File: config.mk
export PLATFORM = sky130hd
export DESIGN_NAME = sync_decoder
export DESIGN_NICKNAME = d
export VERILOG_FILES = /design/src/rtl/sync_decoder_pkg.sv /design/src/rtl/sync_evt_fifo.sv /design/src/rtl/sync_decoder.sv
export SDC_FILE = /design/constraint.sdc
export NUM_CORES = 1
export LEC_CHECK = 0
export ABC_AREA = 1
export CORE_MARGIN = 2
export CORE_UTILIZATION = 55
export CTS_CLUSTER_DIAMETER = 30
export DETAILED_ROUTE_END_ITERATION = 7
export GPL_TIMING_DRIVEN = 0
export HOLD_SLACK_MARGIN = 0.08
export PLACE_DENSITY_LB_ADDON = 0.3
export SYNTH_ARGS = -nofsm -noshare
export SYNTH_HDL_FRONTEND = slang
export SYNTH_SLANG_ARGS = --single-unit
File: constraint.sdc
create_clock -name clk -period 7.85 [get_ports clk]
set_input_delay 1.57 -clock clk [delete_from_list [all_inputs] [get_ports clk]]
set_output_delay 1.57 -clock clk [all_outputs]
set_load 0.005 [all_outputs]
File: src/rtl/sync_decoder_pkg.sv
// Shared definitions for the sync-line pulse decoder: event word layout and FSM states.
package sync_decoder_pkg;

  localparam int FRAME_W = 32;
  localparam int WIDTH_W = 16;
  localparam int INTV_W  = 16;
  localparam int EVT_W   = FRAME_W + WIDTH_W + INTV_W;

  typedef struct packed {
    logic [FRAME_W-1:0] frame;
    logic [WIDTH_W-1:0] width;
    logic [INTV_W-1:0]  interval;
  } evt_t;

  typedef enum logic [2:0] {
    ST_IDLE     = 3'd0,
    ST_RISE_DEB = 3'd1,
    ST_HIGH     = 3'd2,
    ST_FALL_DEB = 3'd3,
    ST_STUCK    = 3'd4
  } state_e;

endpackage

File: src/rtl/sync_evt_fifo.sv
// First-word-fall-through event buffer; a write into a full buffer only lands
// when the head is popped in the same cycle, otherwise it is reported as dropped.
module sync_evt_fifo
  import sync_decoder_pkg::*;
#(
  parameter int DEPTH = 4
) (
  input  logic             clk,
  input  logic             rst,
  input  logic             wr_en,
  input  logic [EVT_W-1:0] wr_data,
  input  logic             rd_en,
  output logic             rd_valid,
  output logic [EVT_W-1:0] rd_data,
  output logic             wr_ok,
  output logic             wr_drop
);

  localparam int AW = $clog2(DEPTH);
  localparam logic [AW:0] FULL_CNT = (AW + 1)'(DEPTH);

  logic [EVT_W-1:0] mem_q [DEPTH];
  logic [AW-1:0]    wr_ptr_q, wr_ptr_d;
  logic [AW-1:0]    rd_ptr_q, rd_ptr_d;
  logic [AW:0]      count_q, count_d;
  logic             full;
  logic             pop;

  // Handshake decode, pointer/occupancy next state; head word reads as zero when empty
  always_comb begin
    full     = (count_q == FULL_CNT);
    rd_valid = (count_q != '0);
    pop      = rd_valid && rd_en;
    wr_ok    = wr_en && (!full || pop);
    wr_drop  = wr_en && full && !pop;
    rd_data  = rd_valid ? mem_q[rd_ptr_q] : '0;
    wr_ptr_d = wr_ok ? wr_ptr_q + AW'(1) : wr_ptr_q;
    rd_ptr_d = pop ? rd_ptr_q + AW'(1) : rd_ptr_q;
    count_d  = count_q + (AW + 1)'(wr_ok) - (AW + 1)'(pop);
  end

  // Pointers and occupancy
  always_ff @(posedge clk or posedge rst) begin
    if (rst) begin
      wr_ptr_q <= '0;
      rd_ptr_q <= '0;
      count_q  <= '0;
    end else begin
      wr_ptr_q <= wr_ptr_d;
      rd_ptr_q <= rd_ptr_d;
      count_q  <= count_d;
    end
  end

  // Storage; contents are don't-care while unoccupied so no reset is needed
  always_ff @(posedge clk) begin
    if (wr_ok) mem_q[wr_ptr_q] <= wr_data;
  end

endmodule

File: src/rtl/sync_decoder.sv
// Debounces the returning sync line, measures each high pulse in frames and the
// frame distance between accepted rising edges, and queues one event per pulse.
module sync_decoder
  import sync_decoder_pkg::*;
#(
  parameter int DEB        = 16,
  parameter int MAX_W      = 25000,
  parameter int FIFO_DEPTH = 4
) (
  input  logic        clk,
  input  logic        rst,
  input  logic [31:0] frame_No,
  input  logic        sync_in,
  output logic        evt_tvalid,
  input  logic        evt_tready,
  output logic [31:0] evt_frame,
  output logic [15:0] evt_width,
  output logic [15:0] evt_interval,
  output logic [15:0] pulse_cnt,
  output logic        err_overflow,
  output logic        err_stuck
);

  localparam int DW = $clog2(DEB + 1);
  localparam logic [DW-1:0]      DEB_LAST = DW'(DEB - 1);
  localparam logic [WIDTH_W-1:0] MAX_WV   = WIDTH_W'(MAX_W);

  function automatic logic [INTV_W-1:0] sat_inc(input logic [INTV_W-1:0] v, input logic en);
    logic [INTV_W-1:0] r;
    r = v;
    if (en && (v != '1)) r = v + INTV_W'(1);
    return r;
  endfunction

  logic sync_meta_q, sync_meta_d, sync_q, sync_d;
  logic fr0_q, fr0_d, fr1_q, fr1_d, frame_pulse_q, frame_pulse_d;

  state_e             state_q;
  logic [DW-1:0]      deb_q;
  logic [WIDTH_W-1:0] width_q, width_nxt;
  logic [INTV_W-1:0]  intv_q, intv_lat_q;
  logic [FRAME_W-1:0] rise_frame_q;
  logic               first_q, armed_q, err_stuck_q;
  logic               wr_q;
  logic [EVT_W-1:0]   wr_data_q;

  logic               fifo_valid, fifo_wr_ok, fifo_drop;
  logic [EVT_W-1:0]   fifo_data;
  evt_t               head;
  logic [15:0]        pulse_cnt_q, pulse_cnt_d;
  logic               err_overflow_q, err_overflow_d;

  // Synchronizer and frame-edge detector next state
  always_comb begin
    sync_meta_d   = sync_in;
    sync_d        = sync_meta_q;
    fr0_d         = frame_No[0];
    fr1_d         = fr0_q;
    frame_pulse_d = fr0_q ^ fr1_q;
  end

  // Synchronizer resets high so a line held high through reset never looks like a new rise
  always_ff @(posedge clk or posedge rst) begin
    if (rst) begin
      sync_meta_q   <= 1'b1;
      sync_q        <= 1'b1;
      fr0_q         <= 1'b0;
      fr1_q         <= 1'b0;
      frame_pulse_q <= 1'b0;
    end else begin
      sync_meta_q   <= sync_meta_d;
      sync_q        <= sync_d;
      fr0_q         <= fr0_d;
      fr1_q         <= fr1_d;
      frame_pulse_q <= frame_pulse_d;
    end
  end

  // Width including the frame edge of the current cycle, so the emit cycle is counted
  always_comb begin
    width_nxt = width_q + WIDTH_W'(frame_pulse_q);
  end

  // Debounce / measurement FSM with its counters and the registered event write strobe
  always_ff @(posedge clk or posedge rst) begin
    if (rst) begin
      state_q      <= ST_IDLE;
      deb_q        <= '0;
      width_q      <= '0;
      intv_q       <= '0;
      intv_lat_q   <= '0;
      rise_frame_q <= '0;
      first_q      <= 1'b1;
      armed_q      <= 1'b0;
      err_stuck_q  <= 1'b0;
      wr_q         <= 1'b0;
      wr_data_q    <= '0;
    end else begin
      wr_q   <= 1'b0;
      intv_q <= sat_inc(intv_q, frame_pulse_q);
      case (state_q)
        ST_IDLE: begin
          if (!sync_q) armed_q <= 1'b1;
          if (sync_q && armed_q) begin
            state_q <= ST_RISE_DEB;
            deb_q   <= DW'(1);
          end
        end
        ST_RISE_DEB: begin
          if (!sync_q) begin
            state_q <= ST_IDLE;
          end else if (deb_q == DEB_LAST) begin
            state_q      <= ST_HIGH;
            rise_frame_q <= frame_No;
            width_q      <= '0;
            intv_lat_q   <= first_q ? '0 : sat_inc(intv_q, frame_pulse_q);
            intv_q       <= '0;
            first_q      <= 1'b0;
          end else begin
            deb_q <= deb_q + DW'(1);
          end
        end
        ST_HIGH: begin
          width_q <= width_nxt;
          if (width_nxt == MAX_WV) begin
            state_q     <= ST_STUCK;
            err_stuck_q <= 1'b1;
            deb_q       <= '0;
          end else if (!sync_q) begin
            state_q <= ST_FALL_DEB;
            deb_q   <= DW'(1);
          end
        end
        ST_FALL_DEB: begin
          width_q <= width_nxt;
          if (width_nxt == MAX_WV) begin
            state_q     <= ST_STUCK;
            err_stuck_q <= 1'b1;
            deb_q       <= '0;
          end else if (sync_q) begin
            state_q <= ST_HIGH;
          end else if (deb_q == DEB_LAST) begin
            state_q   <= ST_IDLE;
            wr_q      <= 1'b1;
            wr_data_q <= {rise_frame_q, width_nxt, intv_lat_q};
          end else begin
            deb_q <= deb_q + DW'(1);
          end
        end
        ST_STUCK: begin
          if (sync_q) begin
            deb_q <= '0;
          end else if (deb_q == DEB_LAST) begin
            state_q <= ST_IDLE;
          end else begin
            deb_q <= deb_q + DW'(1);
          end
        end
        default: state_q <= ST_IDLE;
      endcase
    end
  end

  sync_evt_fifo #(.DEPTH(FIFO_DEPTH)) u_fifo (
    .clk     (clk),
    .rst     (rst),
    .wr_en   (wr_q),
    .wr_data (wr_data_q),
    .rd_en   (evt_tready),
    .rd_valid(fifo_valid),
    .rd_data (fifo_data),
    .wr_ok   (fifo_wr_ok),
    .wr_drop (fifo_drop)
  );

  // Status next state and output unpacking
  always_comb begin
    pulse_cnt_d    = pulse_cnt_q + 16'(fifo_wr_ok);
    err_overflow_d = err_overflow_q | fifo_drop;
    head           = fifo_data;
    evt_tvalid     = fifo_valid;
    evt_frame      = head.frame;
    evt_width      = head.width;
    evt_interval   = head.interval;
    pulse_cnt      = pulse_cnt_q;
    err_overflow   = err_overflow_q;
    err_stuck      = err_stuck_q;
  end

  // Event counter and sticky overflow flag
  always_ff @(posedge clk or posedge rst) begin
    if (rst) begin
      pulse_cnt_q    <= '0;
      err_overflow_q <= 1'b0;
    end else begin
      pulse_cnt_q    <= pulse_cnt_d;
      err_overflow_q <= err_overflow_d;
    end
  end

endmodule

# Yosys cells after proc, flatten, opt, wreduce, memory -nomap -nowiden
# Memory sizes are Yosys's and may differ from the RTL's.
# Index checks and enable logic that the tools add are counted.
# totals
out_inout_bits	83
memories	1
ramBits	256
reg_bits	185
# op_classes
bitwise	4
addsub	8
n_reduce_logical	21
n_mux	34
eq_ne	15
# memory_table
name	depth	width	rd	rd_clocked_by_memory_dff	write_ports	line	source
u_fifo.mem_q	4	64	1	0	1	sync_evt_fifo.sv:22	logic [EVT_W-1:0] mem_q [DEPTH];
# ops
operator	count
$mux 16	7
$mux 64	1
$mux 5	8
$add 16x1->16	2
$pmux 16 s2	1
$mux 3	9
$pmux 5 s5	1
$add 16x1->16 const B	1
$eq 16x15->1 const B	1
$ne 16x16->1 const B	1
$pmux 3 s5	1
$ne 3x3->1 const B	3
$ne 2x2->1 const B	4
$reduce_and 4->1	2
$eq 3x2->1 const B	2
$eq 3x3->1 const B	2
$logic_and 1x1->1	6
$mux 1	6
$reduce_and 3->1	2
$add 5x1->5 const B	1
$eq 5x4->1 const B	1
$reduce_and 5->1	1
$reduce_bool 5->1	1
$add 2x1->2 const B	2
13 further kinds	16

# Logic depth before layout (Yosys ltp)
# depth
word_depth	6
depth_mapped	18
ltp_nobuf	18

# Cells and area by module
# A second synthesis with hierarchy kept.
# unflattened
cells_unflattened	1927
hier_area_um2	19087.1
# by_module_without_submodules
mod	area_per_inst_um2	cells_per_inst	n_inst
sync_evt_fifo	11347.1	1065	1
sync_decoder	7739.9	862	1

# Worst setup path before layout
# No wires, ideal clock.
# synth_timing
path_kind	in2reg
startpoint	in evt_tready
endpoint	mem u_fifo.mem_q[0][0] (netlist bit), enable pin
t_required_ns	7.364
setup_ns	0.486
cell_stages	4
arrival_time_ns	4.515
n_path_buf	0
slack_ns	2.849
cell_sequence	inv_1 > nand3_1 > nand2_1 > nor2_1
# synth_via
elab_chain_len	5
# synth_rtl
element	line	source
from (decl)	sync_decoder.sv:15	input logic evt_tready,
$logic_and 1x1->1	sync_evt_fifo.sv:33	pop = rd_valid && rd_en;
$logic_or 1x1->1	sync_evt_fifo.sv:34	wr_ok = wr_en && (!full || pop);
$logic_and 1x1->1	sync_evt_fifo.sv:34	
$mux 1	sync_evt_fifo.sv:57	if (wr_ok) mem_q[wr_ptr_q] <= wr_data;
$mux 1 (not written as such)	sync_evt_fifo.sv:57	
to (decl)	sync_evt_fifo.sv:22	
# Every way passes these cells.

# Final worst setup path
# layout_timing
startpoint	reg u_fifo.rd_ptr_q[0]
endpoint	out evt_interval[9]
# layout_via
elab_chain_len	2
# layout_rtl
element	line	source
from (decl)	sync_evt_fifo.sv:24	logic [AW-1:0] rd_ptr_q, rd_ptr_d;
from (signal assigned)	sync_evt_fifo.sv:50	rd_ptr_q <= rd_ptr_d;
$mem_v2 4x64	n/a	
$mux 64	sync_evt_fifo.sv:36	rd_data = rd_valid ? mem_q[rd_ptr_q] : '0;
to (decl)	sync_decoder.sv:18	output logic [15:0] evt_interval,
# Every way passes these cells.

==> run metrics <==
outcome=completed; pin count of the biggest net entering global routing=133; Synth Warn #=0; PostCTS Resize Cnt=0; fmax=0.195 GHz; setup_tns=0 ns; critical path's largest stage delay=0.68 ns; final period demand of the worst path=5.13 ns; most common cell after layout, fill and taps aside=nand2_1; Final Hold Viols=0; Nets=1955; clk buf depth=3; Post-CTS Setup Bufs=0; Slew HR=0.323; first-pass GRT wire length=71200 um; final core utilization=0.707; register area=0.0123 sq mm; Hold Path Origin=sync_d; width of the chip=186 um; GRT overflow=0; total die area=0.0344 sq mm; worst-path cell chain=clkbuf_1, clkbuf_1, clkbuf_1, nor2_1, nor2_1, o21ai_0, a21oi_1, clkdlybuf4s50_1; TritonCTS Buffers=82; Vias/cell=5.46; final setup fails=0; Port Buffer Count=118; Worst Path Max Fanout=10; FP Rows=66; WHS Path Cells=0; pwr dens=358 mW/mm^2; synthesized flop and latch total=441; cell mode on critical path=clkbuf_1; Routed wire per std cell=18.8 um; post-synthesis cell count=1695; Lkg Pwr=8.95 nW; vias in the first global route=13500; core area=0.0325 sq mm; clock skew=0.0263 ns; max-slew violation count=0; Synthesized Nets=1744; Unique masters post-synth=40; r2r worst-path depth=10; reg-to-reg startpoint=state_q[2]; MaxCap Viol Count=0; share of post-route cells with drive strength above 1=0.111; DP Worst Slack=3.39 ns; Seq/Total Area, Yosys=0.680; total iterations of the first detailed-routing run=5; Die Y=186 um; Crit Path Class=flop to output port; initial core utilization=0.557; Post-DP HPWL=27500 um; DRC=0; WHS=0.357 ns; Worst Tran Pin Value=1.02 ns; CTS tree=done; footprint of the multi-input gates=0.00509 sq mm; Sink Count=441; All-Layer GR Usage=0.271; # IOs=119; Worst path slowest cell=clkbuf_1; WP data required=6.28 ns; hold-fix buffers at CTS=0; H-tree Lvls=3; Final period util=0.654; antenna-violating nets left=0; drt first-iter violations=1334; setup ws final=2.72 ns; filler cell count=2238; Clk Latency, worst-skew pair=0.59 ns; via count=13200; commonest non-fill, non-tap cells in the layout=355 x nand2_1, 318 x nor2_1, 256 x edfxtp_1, 182 x dfrtp_1, 146 x o21ai_0; reg2reg setup slack=4.68 ns; Reg clk slew, reported paths=0.04 ns; Critical Path Source Type=flop; Routability Congestion=0.832; worst vdd ir=235 uV; Area Growth Syn to Fin=26.8%; syn_area_per_cell=10.7 sq um; synthesized cell area=0.0181 sq mm; Hold WC Path Type=flop to flop; WL final=45400 um; fin area=0.0230 sq mm; antenna violations before repair=1; crit path DAT=3.56 ns; Area after DPL=0.0201 sq mm; CTS root buf=clkbuf_16; type of element capturing the critical path=output port; RSZ-0062 raised after global routing=no; endpoint of the worst hold path=sync_q; R2R Path End=rise_frame_q[12]
==> per-layer routing <==
layer | share of wire | up-vias | wire [um] | GRT usage
li1 | - | 6120 | - | -
met3 | 0.070 | 126 | 3180 | 0.0524
met4 | 0.034 | 0 | 1540 | 0.120
met2 | 0.50 | 544 | 22600 | 0.457
met5 | 0 | - | 0 | 0
met1 | 0.40 | 6425 | 18100 | 0.343
==> report_power, final <==
group | total (W) | internal, W | switching [W]
clock | 0.00363 | 0.00242 | 0.00120
sequential | 0.00256 | 0.00250 | 0.0000562
combinational | 0.00204 | 0.000839 | 0.00120
==> area by class of cell <==
cell class | count | area share
Antenna cell | 1 | 0.000109
Timing Repair Buffer | 127 | 0.0595
Tap cell | 442 | 0.0241
Inverter | 90 | 0.0150
Multi-Input combinational cell | 1087 | 0.221
Buffer | 77 | 0.0180
Clock inverter | 53 | 0.0277
Sequential cell | 441 | 0.536
Clock buffer | 101 | 0.0982
==> state kept, by name, indices dropped and copies added, names as in the netlist, 2 cells and up <==
register,flops
state_q,3
intv_q,16
intv_lat_q,16
u_fifo.mem_q,256
u_fifo.wr_ptr_q,2
rise_frame_q,32
u_fifo.rd_ptr_q,2
wr_data_q,64
deb_q,5
width_q,16
pulse_cnt,16
u_fifo.count_q,3
==> cell families (layout without fill, tap and decap cells) <==
kind of cell	count (synthesis)	in the layout	synth area share
buffers and inverters	167	448	0.0415
other	0	1	0
adders and majority gates	13	13	0.00938
DFF	441	441	0.680
and+or+nand+nor	766	766	0.171
AOI/OAI and AO/OA	273	273	0.0821
xor gates and xnor gates	35	35	0.0169
==> stage by stage <==
stage	instances	power, W
after floorplan	1695	0.00359
after global placement	2255	0.00455
after global routing	2419	0.00858
after detailed placement	2264	0.00459
final	2419	0.00822
after CTS	2418	0.00825
==> Yosys cell counts (all sizes together) <==
| master | n | area [sq um] |
|---|---|---|
| nand2 | 371 | 1440 |
| edfxtp | 256 | 7690 |
| nor4 | 1 | 6.26 |
| nand4 | 15 | 109 |
| and3 | 1 | 6.26 |
| inv | 88 | 330 |
| nor2 | 331 | 1280 |
| o21ai | 175 | 955 |
| ha | 12 | 150 |
| o31ai | 1 | 7.51 |
| and2 | 1 | 6.26 |
| buf | 38 | 268 |
| nand3b | 1 | 7.51 |
| fa | 1 | 20.0 |
| o22ai | 27 | 169 |
| clkbuf | 39 | 146 |
| dfrtp | 182 | 4550 |
| o21bai | 2 | 15.0 |
| a21oi | 67 | 335 |
| xor2 | 23 | 201 |
| nor3 | 10 | 50.1 |
| clkinv | 2 | 7.51 |
| dfstp | 3 | 78.8 |
| xnor2 | 12 | 105 |
| o211ai | 1 | 7.51 |
| nand3 | 35 | 185 |
==> worst max-delay path by stage <==
stage,cells past startpoint,to,from
after floorplan,1,armed_q,rst
after global placement,2,wr_data_q[50],rst
after detailed placement,14,pulse_cnt[14],evt_tready
after CTS,8,evt_width[4],u_fifo.rd_ptr_q[0]
after global routing,8,evt_width[4],u_fifo.rd_ptr_q[0]
final,8,evt_interval[9],u_fifo.rd_ptr_q[0]
==> critical path, delay by kind of cell, from the launching register on <==
family,cells,cell delay [ns]
buf+inv,4,2.01
compound gates,2,0.40
flops,1,0.31
simple gates,2,0.25
No activity file was read; power rests on OpenSTA's default activity.
